===== config.mk =====
export PLATFORM = sky130hd
export DESIGN_NAME = issue_scoreboard_flat
export DESIGN_NICKNAME = d
export VERILOG_FILES = /design/src/rtl/issue_scoreboard_pkg.sv /design/src/rtl/issue_scoreboard_if.sv /design/src/rtl/issue_scoreboard_sb_cnt_bank.sv /design/src/rtl/issue_scoreboard.sv /design/src/flat_wrapper.sv
export SDC_FILE = /design/constraint.sdc
export NUM_CORES = 1
export LEC_CHECK = 0
export CAP_MARGIN = 25
export CORE_UTILIZATION = 59
export DETAILED_ROUTE_END_ITERATION = 16
export PLACE_DENSITY = 0.87
export SETUP_SLACK_MARGIN = 0.2
export SYNTH_ARGS = -nofsm -noshare
export SYNTH_HDL_FRONTEND = slang
export SYNTH_SLANG_ARGS = --single-unit

===== constraint.sdc =====
create_clock -name clk -period 11.9 [get_ports clk]
set_input_delay 1.19 -clock clk [delete_from_list [all_inputs] [get_ports clk]]
set_output_delay 1.19 -clock clk [all_outputs]
set_load 0.05 [all_outputs]

===== src/rtl/issue_scoreboard_pkg.sv =====
// rtl/issue_scoreboard_pkg.sv - shared parameters and types for the issue scoreboard
//
// Purpose: default configuration of the scoreboard, the pending-counter type
// and the register-address type used across the scoreboard files.
// Ports:   none (package).
package issue_scoreboard_pkg;

    localparam int SB_NREG = 32;  // architectural GPRs
    localparam int SB_AW   = 5;   // register address width
    localparam int SB_NSRC = 2;   // source operands per instruction
    localparam int SB_NWB  = 2;   // writeback/cancel ports
    localparam int SB_CW   = 2;   // pending-counter width
    localparam int SB_PW   = 64;  // opaque payload width

    typedef logic [SB_CW-1:0] sb_cnt_t;
    typedef logic [SB_AW-1:0] creg_addr_t;

endpackage


===== src/rtl/issue_scoreboard_if.sv =====
// rtl/issue_scoreboard_if.sv - decode/execute/writeback bundle of the issue scoreboard
//
// Purpose: groups the instruction-in handshake, the registered out stage,
//          the release ports and the status flags.
// Modports:
//   master - decode/execute/writeback side (drives in_*, out_ready, wb_*, csr_done, flush)
//   slave  - the scoreboard (drives in_ready, out_*, stall_raw, sb_err)
interface issue_scoreboard_if
    import issue_scoreboard_pkg::*;
#(
    parameter int AW   = SB_AW,
    parameter int NSRC = SB_NSRC,
    parameter int NWB  = SB_NWB,
    parameter int PW   = SB_PW
) ();

    logic                in_valid;
    logic                in_ready;
    logic [NSRC*AW-1:0]  in_rs;
    logic [NSRC-1:0]     in_rs_used;
    logic [AW-1:0]       in_rd;
    logic                in_rd_we;
    logic                in_csr_rd;
    logic                in_csr_we;
    logic [PW-1:0]       in_payload;

    logic                out_valid;
    logic                out_ready;
    logic [PW-1:0]       out_payload;
    logic [AW-1:0]       out_rd;
    logic                out_rd_we;
    logic                out_csr_we;

    logic [NWB-1:0]      wb_valid;
    logic [NWB*AW-1:0]   wb_addr;
    logic                csr_done;
    logic                flush;

    logic                stall_raw;
    logic                sb_err;

    modport master (
        output in_valid, in_rs, in_rs_used, in_rd, in_rd_we, in_csr_rd, in_csr_we, in_payload,
        output out_ready, wb_valid, wb_addr, csr_done, flush,
        input  in_ready, out_valid, out_payload, out_rd, out_rd_we, out_csr_we,
        input  stall_raw, sb_err
    );

    modport slave (
        input  in_valid, in_rs, in_rs_used, in_rd, in_rd_we, in_csr_rd, in_csr_we, in_payload,
        input  out_ready, wb_valid, wb_addr, csr_done, flush,
        output in_ready, out_valid, out_payload, out_rd, out_rd_we, out_csr_we,
        output stall_raw, sb_err
    );

endinterface


===== src/rtl/issue_scoreboard_sb_cnt_bank.sv =====
// rtl/issue_scoreboard_sb_cnt_bank.sv - per-register pending-write counters
//
// Purpose: NREG saturating-free up/down counters, one increment port, one
//          undo port and NWB release ports, all applied in the same edge.
// Ports:
//   clk, rst_n                 clock, asynchronous active-low reset
//   i_inc_valid/i_inc_addr     count one new in-flight write
//   i_undo_valid/i_undo_addr   take back a squashed increment
//   i_wb_valid/i_wb_addr       NWB release ports (writeback or cancel)
//   o_cnt                      registered counts
//   o_err                      this cycle's release underflowed or targeted x0
module sb_cnt_bank
    import issue_scoreboard_pkg::*;
#(
    parameter int NREG = SB_NREG,
    parameter int AW   = SB_AW,
    parameter int NWB  = SB_NWB,
    parameter int CW   = SB_CW
) (
    input  logic               clk,
    input  logic               rst_n,
    input  logic               i_inc_valid,
    input  logic [AW-1:0]      i_inc_addr,
    input  logic               i_undo_valid,
    input  logic [AW-1:0]      i_undo_addr,
    input  logic [NWB-1:0]     i_wb_valid,
    input  logic [NWB*AW-1:0]  i_wb_addr,
    output logic [CW-1:0]      o_cnt [NREG],
    output logic               o_err
);

    // Wide enough for cnt+1 and for NWB release hits plus the undo hit.
    localparam int DW = ((CW > $clog2(NWB + 2)) ? CW : $clog2(NWB + 2)) + 1;

    logic [CW-1:0]   r_cnt     [NREG];
    logic [CW-1:0]   w_cnt_nxt [NREG];
    logic [DW-1:0]   w_sum     [NREG];
    logic [DW-1:0]   w_dec     [NREG];
    logic [NREG-1:0] w_under;
    logic            w_x0_rel;

    always_comb begin
        w_x0_rel = 1'b0;
        for (int p = 0; p < NWB; p++) begin
            if (i_wb_valid[p] && (i_wb_addr[p*AW +: AW] == '0)) begin
                w_x0_rel = 1'b1;
            end
        end
    end

    always_comb begin
        for (int r = 0; r < NREG; r++) begin
            w_sum[r] = {{(DW-CW){1'b0}}, r_cnt[r]}
                     + DW'(i_inc_valid && (i_inc_addr == AW'(r)));
            w_dec[r] = DW'(i_undo_valid && (i_undo_addr == AW'(r)));
            for (int p = 0; p < NWB; p++) begin
                w_dec[r] = w_dec[r] + DW'(i_wb_valid[p] && (i_wb_addr[p*AW +: AW] == AW'(r)));
            end
            if (r == 0) begin
                // x0 is never tracked; a release of it is flagged via w_x0_rel.
                w_cnt_nxt[r] = '0;
                w_under[r]   = 1'b0;
            end else if (w_sum[r] < w_dec[r]) begin
                w_cnt_nxt[r] = '0;
                w_under[r]   = 1'b1;
            end else begin
                w_cnt_nxt[r] = CW'(w_sum[r] - w_dec[r]);
                w_under[r]   = 1'b0;
            end
        end
    end

    always_ff @(posedge clk or negedge rst_n) begin
        if (!rst_n) begin
            for (int r = 0; r < NREG; r++) begin
                r_cnt[r] <= '0;
            end
        end else begin
            for (int r = 0; r < NREG; r++) begin
                r_cnt[r] <= w_cnt_nxt[r];
            end
        end
    end

    assign o_cnt = r_cnt;
    assign o_err = w_x0_rel | (|w_under);

endmodule


===== src/rtl/issue_scoreboard.sv =====
// rtl/issue_scoreboard.sv - in-order issue stage with RAW/WAW-saturation/CSR hazard scoreboard
//
// Purpose: accepts decoded instructions, stalls them while a source register
//          or the CSR file has an in-flight write, and presents accepted
//          instructions through a one-entry registered out stage.
// Ports:
//   clk    single clock, rising edge
//   reset  asynchronous active-low reset
//   bus    issue_scoreboard_if.slave (in_*, out_*, wb_*, csr_done, flush,
//          stall_raw, sb_err)
module issue_scoreboard
    import issue_scoreboard_pkg::*;
#(
    parameter int NREG = SB_NREG,
    parameter int AW   = SB_AW,
    parameter int NSRC = SB_NSRC,
    parameter int NWB  = SB_NWB,
    parameter int CW   = SB_CW,
    parameter int PW   = SB_PW
) (
    input  logic              clk,
    input  logic              reset,
    issue_scoreboard_if.slave bus
);

    localparam int CSW = CW + 1;

    logic [CW-1:0]  w_cnt [NREG];
    logic [CW-1:0]  r_csr_cnt;
    logic [CW-1:0]  w_csr_nxt;
    logic [CSW-1:0] w_csr_sum;
    logic [CSW-1:0] w_csr_dec;
    logic           w_csr_err;

    logic           r_out_valid;
    logic [PW-1:0]  r_out_payload;
    logic [AW-1:0]  r_out_rd;
    logic           r_out_rd_we;
    logic           r_out_csr_we;
    logic           r_sb_err;

    logic           w_hazard;
    logic           w_ready;
    logic           w_accept;
    logic           w_inc;
    logic           w_undo;
    logic           w_undo_rd;
    logic           w_undo_csr;
    logic           w_bank_err;

    // Hazards look only at registered counts, so a release becomes visible
    // to a dependent instruction one cycle later.
    always_comb begin
        w_hazard = 1'b0;
        for (int i = 0; i < NSRC; i++) begin
            if (bus.in_rs_used[i] && (bus.in_rs[i*AW +: AW] != '0)
                && (w_cnt[bus.in_rs[i*AW +: AW]] != '0)) begin
                w_hazard = 1'b1;
            end
        end
        if ((bus.in_csr_rd || bus.in_csr_we) && (r_csr_cnt != '0)) begin
            w_hazard = 1'b1;
        end
        // A writer to a saturated counter would wrap it; hold it back.
        if (bus.in_rd_we && (bus.in_rd != '0) && (&w_cnt[bus.in_rd])) begin
            w_hazard = 1'b1;
        end
        if (bus.in_csr_we && (&r_csr_cnt)) begin
            w_hazard = 1'b1;
        end
    end

    // reset gates in_ready combinationally so it is low for the whole reset window.
    assign w_ready  = reset & ~w_hazard & ~bus.flush & (~r_out_valid | bus.out_ready);
    assign w_accept = bus.in_valid & w_ready;
    assign w_inc    = w_accept & bus.in_rd_we & (bus.in_rd != '0);

    // A flushed entry that execute never took must give back its increments.
    assign w_undo     = bus.flush & r_out_valid & ~bus.out_ready;
    assign w_undo_rd  = w_undo & r_out_rd_we & (r_out_rd != '0);
    assign w_undo_csr = w_undo & r_out_csr_we;

    sb_cnt_bank #(
        .NREG (NREG),
        .AW   (AW),
        .NWB  (NWB),
        .CW   (CW)
    ) u_cnt_bank (
        .clk          (clk),
        .rst_n        (reset),
        .i_inc_valid  (w_inc),
        .i_inc_addr   (bus.in_rd),
        .i_undo_valid (w_undo_rd),
        .i_undo_addr  (r_out_rd),
        .i_wb_valid   (bus.wb_valid),
        .i_wb_addr    (bus.wb_addr),
        .o_cnt        (w_cnt),
        .o_err        (w_bank_err)
    );

    always_comb begin
        w_csr_sum = {1'b0, r_csr_cnt} + CSW'(w_accept & bus.in_csr_we);
        w_csr_dec = CSW'(w_undo_csr) + CSW'(bus.csr_done);
        if (w_csr_sum < w_csr_dec) begin
            w_csr_nxt = '0;
            w_csr_err = 1'b1;
        end else begin
            w_csr_nxt = CW'(w_csr_sum - w_csr_dec);
            w_csr_err = 1'b0;
        end
    end

    always_ff @(posedge clk or negedge reset) begin
        if (!reset) begin
            r_csr_cnt <= '0;
            r_sb_err  <= 1'b0;
        end else begin
            r_csr_cnt <= w_csr_nxt;
            r_sb_err  <= r_sb_err | w_bank_err | w_csr_err;
        end
    end

    // Out stage: load on accept (only possible when empty or being drained),
    // otherwise empty on consume or flush; fields hold while stalled.
    always_ff @(posedge clk or negedge reset) begin
        if (!reset) begin
            r_out_valid   <= 1'b0;
            r_out_payload <= '0;
            r_out_rd      <= '0;
            r_out_rd_we   <= 1'b0;
            r_out_csr_we  <= 1'b0;
        end else if (w_accept) begin
            r_out_valid   <= 1'b1;
            r_out_payload <= bus.in_payload;
            r_out_rd      <= bus.in_rd;
            r_out_rd_we   <= bus.in_rd_we;
            r_out_csr_we  <= bus.in_csr_we;
        end else if (bus.flush || bus.out_ready) begin
            r_out_valid   <= 1'b0;
        end
    end

    assign bus.in_ready    = w_ready;
    assign bus.stall_raw   = bus.in_valid & w_hazard;
    assign bus.out_valid   = r_out_valid;
    assign bus.out_payload = r_out_payload;
    assign bus.out_rd      = r_out_rd;
    assign bus.out_rd_we   = r_out_rd_we;
    assign bus.out_csr_we  = r_out_csr_we;
    assign bus.sb_err      = r_sb_err;

endmodule

===== src/flat_wrapper.sv =====
// flat-port wrapper written by rule: the top's interface ports become plain ports
module issue_scoreboard_flat import issue_scoreboard_pkg::*;
#(
    parameter int NREG = SB_NREG,
    parameter int AW   = SB_AW,
    parameter int NSRC = SB_NSRC,
    parameter int NWB  = SB_NWB,
    parameter int CW   = SB_CW,
    parameter int PW   = SB_PW
)
  (clk, reset, bus_in_valid, bus_in_rs, bus_in_rs_used, bus_in_rd, bus_in_rd_we, bus_in_csr_rd, bus_in_csr_we, bus_in_payload, bus_out_ready, bus_wb_valid, bus_wb_addr, bus_csr_done, bus_flush, bus_in_ready, bus_out_valid, bus_out_payload, bus_out_rd, bus_out_rd_we, bus_out_csr_we, bus_stall_raw, bus_sb_err);
  issue_scoreboard_if #(.AW(AW), .NSRC(NSRC), .NWB(NWB), .PW(PW)) bus_i ();
  input  logic clk;
  input  logic reset;
  input wire logic [$bits(bus_i.in_valid)-1:0] bus_in_valid;
  input wire logic [$bits(bus_i.in_rs)-1:0] bus_in_rs;
  input wire logic [$bits(bus_i.in_rs_used)-1:0] bus_in_rs_used;
  input wire logic [$bits(bus_i.in_rd)-1:0] bus_in_rd;
  input wire logic [$bits(bus_i.in_rd_we)-1:0] bus_in_rd_we;
  input wire logic [$bits(bus_i.in_csr_rd)-1:0] bus_in_csr_rd;
  input wire logic [$bits(bus_i.in_csr_we)-1:0] bus_in_csr_we;
  input wire logic [$bits(bus_i.in_payload)-1:0] bus_in_payload;
  input wire logic [$bits(bus_i.out_ready)-1:0] bus_out_ready;
  input wire logic [$bits(bus_i.wb_valid)-1:0] bus_wb_valid;
  input wire logic [$bits(bus_i.wb_addr)-1:0] bus_wb_addr;
  input wire logic [$bits(bus_i.csr_done)-1:0] bus_csr_done;
  input wire logic [$bits(bus_i.flush)-1:0] bus_flush;
  output wire logic [$bits(bus_i.in_ready)-1:0] bus_in_ready;
  output wire logic [$bits(bus_i.out_valid)-1:0] bus_out_valid;
  output wire logic [$bits(bus_i.out_payload)-1:0] bus_out_payload;
  output wire logic [$bits(bus_i.out_rd)-1:0] bus_out_rd;
  output wire logic [$bits(bus_i.out_rd_we)-1:0] bus_out_rd_we;
  output wire logic [$bits(bus_i.out_csr_we)-1:0] bus_out_csr_we;
  output wire logic [$bits(bus_i.stall_raw)-1:0] bus_stall_raw;
  output wire logic [$bits(bus_i.sb_err)-1:0] bus_sb_err;
  assign bus_i.in_valid = bus_in_valid;
  assign bus_i.in_rs = bus_in_rs;
  assign bus_i.in_rs_used = bus_in_rs_used;
  assign bus_i.in_rd = bus_in_rd;
  assign bus_i.in_rd_we = bus_in_rd_we;
  assign bus_i.in_csr_rd = bus_in_csr_rd;
  assign bus_i.in_csr_we = bus_in_csr_we;
  assign bus_i.in_payload = bus_in_payload;
  assign bus_i.out_ready = bus_out_ready;
  assign bus_i.wb_valid = bus_wb_valid;
  assign bus_i.wb_addr = bus_wb_addr;
  assign bus_i.csr_done = bus_csr_done;
  assign bus_i.flush = bus_flush;
  assign bus_in_ready = bus_i.in_ready;
  assign bus_out_valid = bus_i.out_valid;
  assign bus_out_payload = bus_i.out_payload;
  assign bus_out_rd = bus_i.out_rd;
  assign bus_out_rd_we = bus_i.out_rd_we;
  assign bus_out_csr_we = bus_i.out_csr_we;
  assign bus_stall_raw = bus_i.stall_raw;
  assign bus_sb_err = bus_i.sb_err;
  issue_scoreboard #(.NREG(NREG), .AW(AW), .NSRC(NSRC), .NWB(NWB), .CW(CW), .PW(PW)) u_core (.clk(clk), .reset(reset), .bus(bus_i));
endmodule

* Word-level counts from Yosys, hierarchy flattened
Cells that the tools add are included.
** Word-level totals
- Flip-flop bits (word level) :: 137
- Output and inout port bits :: 75
** Operators by class
- $add $sub $neg :: 127
- Magnitude comparators :: 35
- Eq/ne operators :: 124
- Mux-type cells :: 82
- Bitwise operators :: 24
- Reduce and logical (&&, ||, !) cells :: 149
** Operator list (count)
- $eq A5 B5 Y1 const B :: 64
- $add A2 B1 Y3 :: 63
- $eq A5 B4 Y1 const B :: 32
- $logic_and A1 B1 Y1 :: 134
- $lt A3 B3 Y1 :: 31
- $eq A5 B3 Y1 const B :: 16
- $mux W2 :: 38
- $add A1 B1 Y2 :: 32
- $sub A2 B2 Y2 :: 32
- $mux W1 :: 41
- $eq A5 B2 Y1 const B :: 8
- $reduce_or A31 Y1 :: 1
- $bmux W2 S5 :: 3
- $eq A5 B1 Y1 const B :: 4
- $reduce_bool A5 Y1 :: 4
- $ge A6 B6 Y1 const B :: 3
- $not A5 Y6 :: 3
- $and A1 B1 Y1 :: 13
- $logic_not A5 Y1 :: 2
- $reduce_bool A2 Y1 :: 4
- $not A1 Y1 :: 4
- $or A1 B1 Y1 :: 4
- $reduce_and A2 Y1 :: 2
- $lt A3 B2 Y1 :: 1
- $logic_or A1 B1 Y1 :: 2

* Depth between registers and ports, before layout
- Depth in word-level cells :: 26
- Mapped depth :: 20

* Modules after synthesis
Synthesis repeated with hierarchy kept, for this count alone.
** Unflattened totals
- Cells, all modules :: 1025
- Area total of the unflattened synthesis :: 10512.6 sq um
** By module, submodules not included
- sb_cnt_bank :: instances 1, cells each 650, area each 6090.8 sq um, seq. area each 1551.5 sq um
- issue_scoreboard :: instances 1, cells each 375, area each 4421.7 sq um, seq. area each 1876.8 sq um

* Worst setup path after synthesis
No wires, ideal clock.
- Path type :: input port to output port
- Start :: input port bus_in_rs[5]
- End :: output port bus_in_ready
- Data arrival time :: 3.786 ns
- Required time :: 10.710 ns
- Slack :: 6.924 ns
- Stages :: 8
- Path buffers :: 1
- Cells stage by stage :: buf_2 > or4b_1 > o311a_1 > o21ai_1 > a311o_1 > nand4_1 > nor3_1 > nor3b_1
** Between the ends
- Longest elaborated chain between the ends :: 14
- Elaborated cells on any way between the ends :: 16
** RTL lines
- start: declaration :: RTL line flat_wrapper.sv:16 : input wire logic [$bits(bus_i.in_rs)-1:0] bus_in_rs;
- $not A5 Y6 (not written as such) :: RTL line issue_scoreboard.sv:57 : && (w_cnt[bus.in_rs[i*AW +: AW]] != '0)) begin
- $bmux W2 S5 :: RTL line issue_scoreboard.sv:57
- $mux W2 (not written as such) (2 in series) :: RTL line issue_scoreboard.sv:57
- $reduce_bool A2 Y1 :: RTL line issue_scoreboard.sv:57
- $logic_and A1 B1 Y1 (*) :: RTL line issue_scoreboard.sv:57
- $mux W1 (*) :: RTL line issue_scoreboard.sv:56 : if (bus.in_rs_used[i] && (bus.in_rs[i*AW +: AW] != '0)
- $mux W1 (*) :: RTL line issue_scoreboard.sv:61 : if ((bus.in_csr_rd || bus.in_csr_we) && (r_csr_cnt != '0)) begin
- $mux W1 (*) :: RTL line issue_scoreboard.sv:65 : if (bus.in_rd_we && (bus.in_rd != '0) && (&w_cnt[bus.in_rd])) begin
- $mux W1 (*) :: RTL line issue_scoreboard.sv:68 : if (bus.in_csr_we && (&r_csr_cnt)) begin
- $not A1 Y1 (*) :: RTL line issue_scoreboard.sv:74 : assign w_ready = reset & ~w_hazard & ~bus.flush & (~r_out_valid | bus.out_ready);
- $and A1 B1 Y1 (*) (3 in series) :: RTL line issue_scoreboard.sv:74
- end: declaration :: RTL line flat_wrapper.sv:28 : output wire logic [$bits(bus_i.in_ready)-1:0] bus_in_ready;
Every way passes the cells marked *; elsewhere a longest branch is shown, timed or not. The select of a mux whose other input is x is not followed.

* Worst setup path in the final report
- Start :: input port bus_in_rd[3]
- End :: output port bus_in_ready
** Between the ends
- Longest elaborated chain between the ends :: 12
- Elaborated cells on any way between the ends :: 14
** RTL lines
- start: declaration :: RTL line flat_wrapper.sv:18 : input wire logic [$bits(bus_i.in_rd)-1:0] bus_in_rd;
- $not A5 Y6 (not written as such) :: RTL line issue_scoreboard.sv:65
- $bmux W2 S5 :: RTL line issue_scoreboard.sv:65
- $mux W2 (not written as such) (2 in series) :: RTL line issue_scoreboard.sv:65
- $reduce_and A2 Y1 :: RTL line issue_scoreboard.sv:65
- $logic_and A1 B1 Y1 (*) :: RTL line issue_scoreboard.sv:65
- $mux W1 (*) :: RTL line issue_scoreboard.sv:65
- $mux W1 (*) :: RTL line issue_scoreboard.sv:68
- $not A1 Y1 (*) :: RTL line issue_scoreboard.sv:74
- $and A1 B1 Y1 (*) (3 in series) :: RTL line issue_scoreboard.sv:74
Marks and branches as above.

==> results.sh <==
export IMPL_min_from="u_core.bus.out_payload[32]$_DFFE_PN0N_"
export IMPL_post_cts_setup_buffers=0
export IMPL_grt_ovfl_total=0
export IMPL_grt_pass1_vias=8973
export IMPL_syn_nets=1281
export IMPL_clkLatencyLatePin_ns=0.43
export IMPL_min_to="u_core.bus.out_payload[32]$_DFFE_PN0N_"
export IMPL_cts_repair_resized=0
export IMPL_hold_path_depth=1
export IMPL_period_share=0.540
export IMPL_path_class="input port to primary output"
export IMPL_grt_util_met1=0.443
export IMPL_cp_required_ns=10.71
export IMPL_min_path_type="register to register"
export IMPL_clockBufferDepth=2
export IMPL_cts_root_buffer="clkbuf_16"
export IMPL_drt_iter0_drc=738
export IMPL_postSynth_asyncResetShare=1.00
export IMPL_synth_area_leader_cell="dfrtp_1"
export IMPL_fmaxAchievable_mhz=156
export IMPL_crit_path_start="bus_in_rd[3]"
export IMPL_timing_final_hold_violations=0
export IMPL_worstSetupStartpointType="input port"
export IMPL_ioPinCount=177
export IMPL_rr_startpoint="u_core.u_cnt_bank.o_cnt[27]$_DFF_PN0_"
export IMPL_vias=8686
export IMPL_cellPowerDensity_nw_per_um2=198
export IMPL_first_pass_iters=14
export IMPL_drc=1
export IMPL_cts_sinks=137
export IMPL_area_delta_synth_final_pct=24.0
export IMPL_cp_arrival_ns=5.23
export IMPL_finalCriticalPeriod_ns=6.42
export IMPL_ir_worst_vdd_mv=0.267
export IMPL_grt_pass1_wl_mm=49.2
export IMPL_status="finished with violations"
export IMPL_tightest_slew_ns=1.05
export IMPL_drt_total_wl_mm=31.6
export IMPL_ys_seq_area_frac=0.331
export IMPL_max_cap_viol_count=0
export IMPL_r2r_slack_ns=6.87
export IMPL_synth_cell_types=54
export IMPL_drive_gt1_frac=0.0866
export IMPL_start_util=0.601
export IMPL_antenna_found_initial=0
export IMPL_dp_cells=1383
export IMPL_grt_met3_usage=0.108
export IMPL_avgSynthCellArea_um2=10.2
export IMPL_endpoint_kind="primary output"
export IMPL_final_max_slew_viol_count=0
export IMPL_n_fill_cell=1147
export IMPL_ys_ff_latch=137
export IMPL_die_w_um=135
export IMPL_grt_busiest_layer="met2"
export IMPL_grt_max_degree=61
export IMPL_seqCellArea_um2=3430
export IMPL_gp_congestion=0.978
export IMPL_syn_instance_count=1019
export IMPL_worst_path_max_fanout=28
export IMPL_slew_headroom=0.295
export IMPL_diodes=0
export IMPL_die_area_um2=18100
export IMPL_ys_flop_type="dfrtp_1"
export IMPL_htree_levels=4
export IMPL_rows=48
export IMPL_cts_clk_slew_worst_paths_ns=0.06
export IMPL_synthMostInstantiatedCell="nor2_1"
export IMPL_skew_ns=0.00891
export IMPL_detail_route_antenna_nets=0
export IMPL_reg2regPathDepth=16
export IMPL_viasPerCell=6.14
export IMPL_portBuffers=176
export IMPL_finalSetupViolCount=0
export IMPL_p_leak_nw=5.82
export IMPL_synth_edf_count=0
export IMPL_core_um2=17200
export IMPL_synth_top_area_frac=0.331
export IMPL_rsz0062_at_grt="false"
export IMPL_wl_per_cell_um=22.3
export IMPL_cts_buffers=17
export IMPL_ys_warn_count=0
export IMPL_cts_tree="yes"
export IMPL_die_h_um=135
export IMPL_syn_cell_area_um2=10400
export IMPL_ys_top_cells_by_count="182 x nor2_1, 137 x dfrtp_1, 97 x ha_1, 74 x inv_1, 63 x fa_1"
export IMPL_final_nets=1439
export IMPL_synth_top_cells_by_area="dfrtp_1 33%, fa_1 12%, ha_1 12%, nor2_1 6.6%, mux2_2 5.1%"
export IMPL_finalSetupTns_ns=0
export IMPL_track_usage=0.366
export IMPL_hpwl_mm=23.9
export IMPL_multi_input_area_um2=6450
export IMPL_use_met2=0.594
export IMPL_worstReg2RegEnd="u_core.bus.sb_err$_DFF_PN0_"
export IMPL_instances_no_fill=1414
export IMPL_violations="DRC"
export IMPL_cts_hold_buf=0
==> flip-flops by register name, summed over array words and instances (netlist names) <==
signal and cells:
u_core.r_csr_cnt 2, u_core.bus.out_csr_we 1, u_core.bus.out_valid 1, u_core.u_cnt_bank.o_cnt 62
u_core.bus.out_rd 5, u_core.bus.out_rd_we 1, u_core.bus.out_payload 64, u_core.bus.sb_err 1
==> metrics by stage <==
stage	total power, mW	instance area [um^2]	hold WS [ns]	util	setup slack [ns]
2_1_floorplan	1.52	10400	0.685	-	6.92
3_3_place_gp	1.94	12200	0.465	0.710	5.32
3_5_place_dp	1.98	12300	0.478	0.711	5.42
4_1_cts	2.54	12800	0.492	0.745	5.64
5_1_grt	2.64	12800	0.497	0.745	5.25
6_report	2.54	12800	0.486	0.745	5.48
==> how the worst max path moves through the flow <==
stage                                             end  slack (ns)
final                                    bus_in_ready        5.48
after global routing      u_core.bus.sb_err$_DFF_PN0_        5.25
after CTS                                bus_in_ready        5.64
after detailed placement  u_core.bus.sb_err$_DFF_PN0_        5.42
after global placement    u_core.bus.sb_err$_DFF_PN0_        5.32
after floorplan                          bus_in_ready        6.92
==> critical path: stages <==
cell and delay (ns):
clkdlybuf4s50_1 1.17, inv_1 0.44, a31oi_1 0.26, a2111oi_0 0.14, a31oi_1 0.18, o21ai_1 0.20, nor3_1 0.35, nor3b_1 0.38
clkdlybuf4s50_1 0.91
==> routing by layer <==
layer	wire [um]	part of all wire
met1	11400	0.36
met2	15100	0.48
met3	3590	0.11
met4	1560	0.049
met5	0	0
==> kinds of logic after synthesis <==
family,synth area share
flip-flops,0.331
AND/OR/NAND/NOR,0.202
multiplexers,0.108
XOR/XNOR,0.0270
buffers and inverters,0.0464
AO/OA/AOI/OAI,0.0468
adder cells (fa/ha/maj),0.239
==> cell usage in the layout, fill, tap and decap left out, drive strengths merged, types with 2 or more instances in the layout <==
| cell type | Yosys | routed |
|---|---|---|
| a31oi | 4 | 4 |
| nor3 | 34 | 34 |
| dfrtp | 137 | 137 |
| clkinvlp | 0 | 4 |
| a211oi | 2 | 2 |
| and4 | 24 | 24 |
| nor2 | 182 | 182 |
| clkbuf | 25 | 17 |
| nand4b | 5 | 5 |
| buf | 18 | 7 |
| or2 | 4 | 4 |
| o211ai | 4 | 4 |
| and2 | 32 | 32 |
| a21oi | 28 | 28 |
| a211o | 4 | 4 |
| o41ai | 2 | 2 |
| nor4 | 10 | 10 |
| or4b | 2 | 2 |
| nand3b | 5 | 5 |
| mux4 | 12 | 12 |
| nand4 | 6 | 6 |
| xnor2 | 32 | 32 |
| nor2b | 11 | 11 |
| mux2i | 2 | 2 |
| nand2 | 30 | 30 |
| fa | 63 | 63 |
| o311a | 2 | 2 |
| mux2 | 74 | 74 |
| nor3b | 19 | 19 |
| nand3 | 16 | 16 |
| and3 | 9 | 9 |
| o311ai | 3 | 3 |
| ha | 97 | 97 |
| nand2b | 16 | 16 |
| inv | 74 | 81 |
| o21ai | 18 | 18 |
| clkdlybuf4s50 | 0 | 175 |
| bufinv | 0 | 2 |
| or3b | 2 | 2 |
==> final cells by class <==
| cell class | instances | share of cell area |
|---|---|---|
| Clock buffer | 17 | 0.0331 |
| Clock inverter | 14 | 0.0129 |
| Inverter | 74 | 0.0216 |
| Multi-Input combinational cell | 765 | 0.502 |
| Sequential cell | 137 | 0.267 |
| Tap cell | 225 | 0.0219 |
| Timing Repair Buffer | 182 | 0.141 |
==> report_power, final <==
part	internal [mW]	switching (mW)	total, mW
clock network	0.314	0.230	0.544
registers	0.640	0.160	0.800
logic	0.440	0.760	1.20
(Power assumes the default switching activity.)
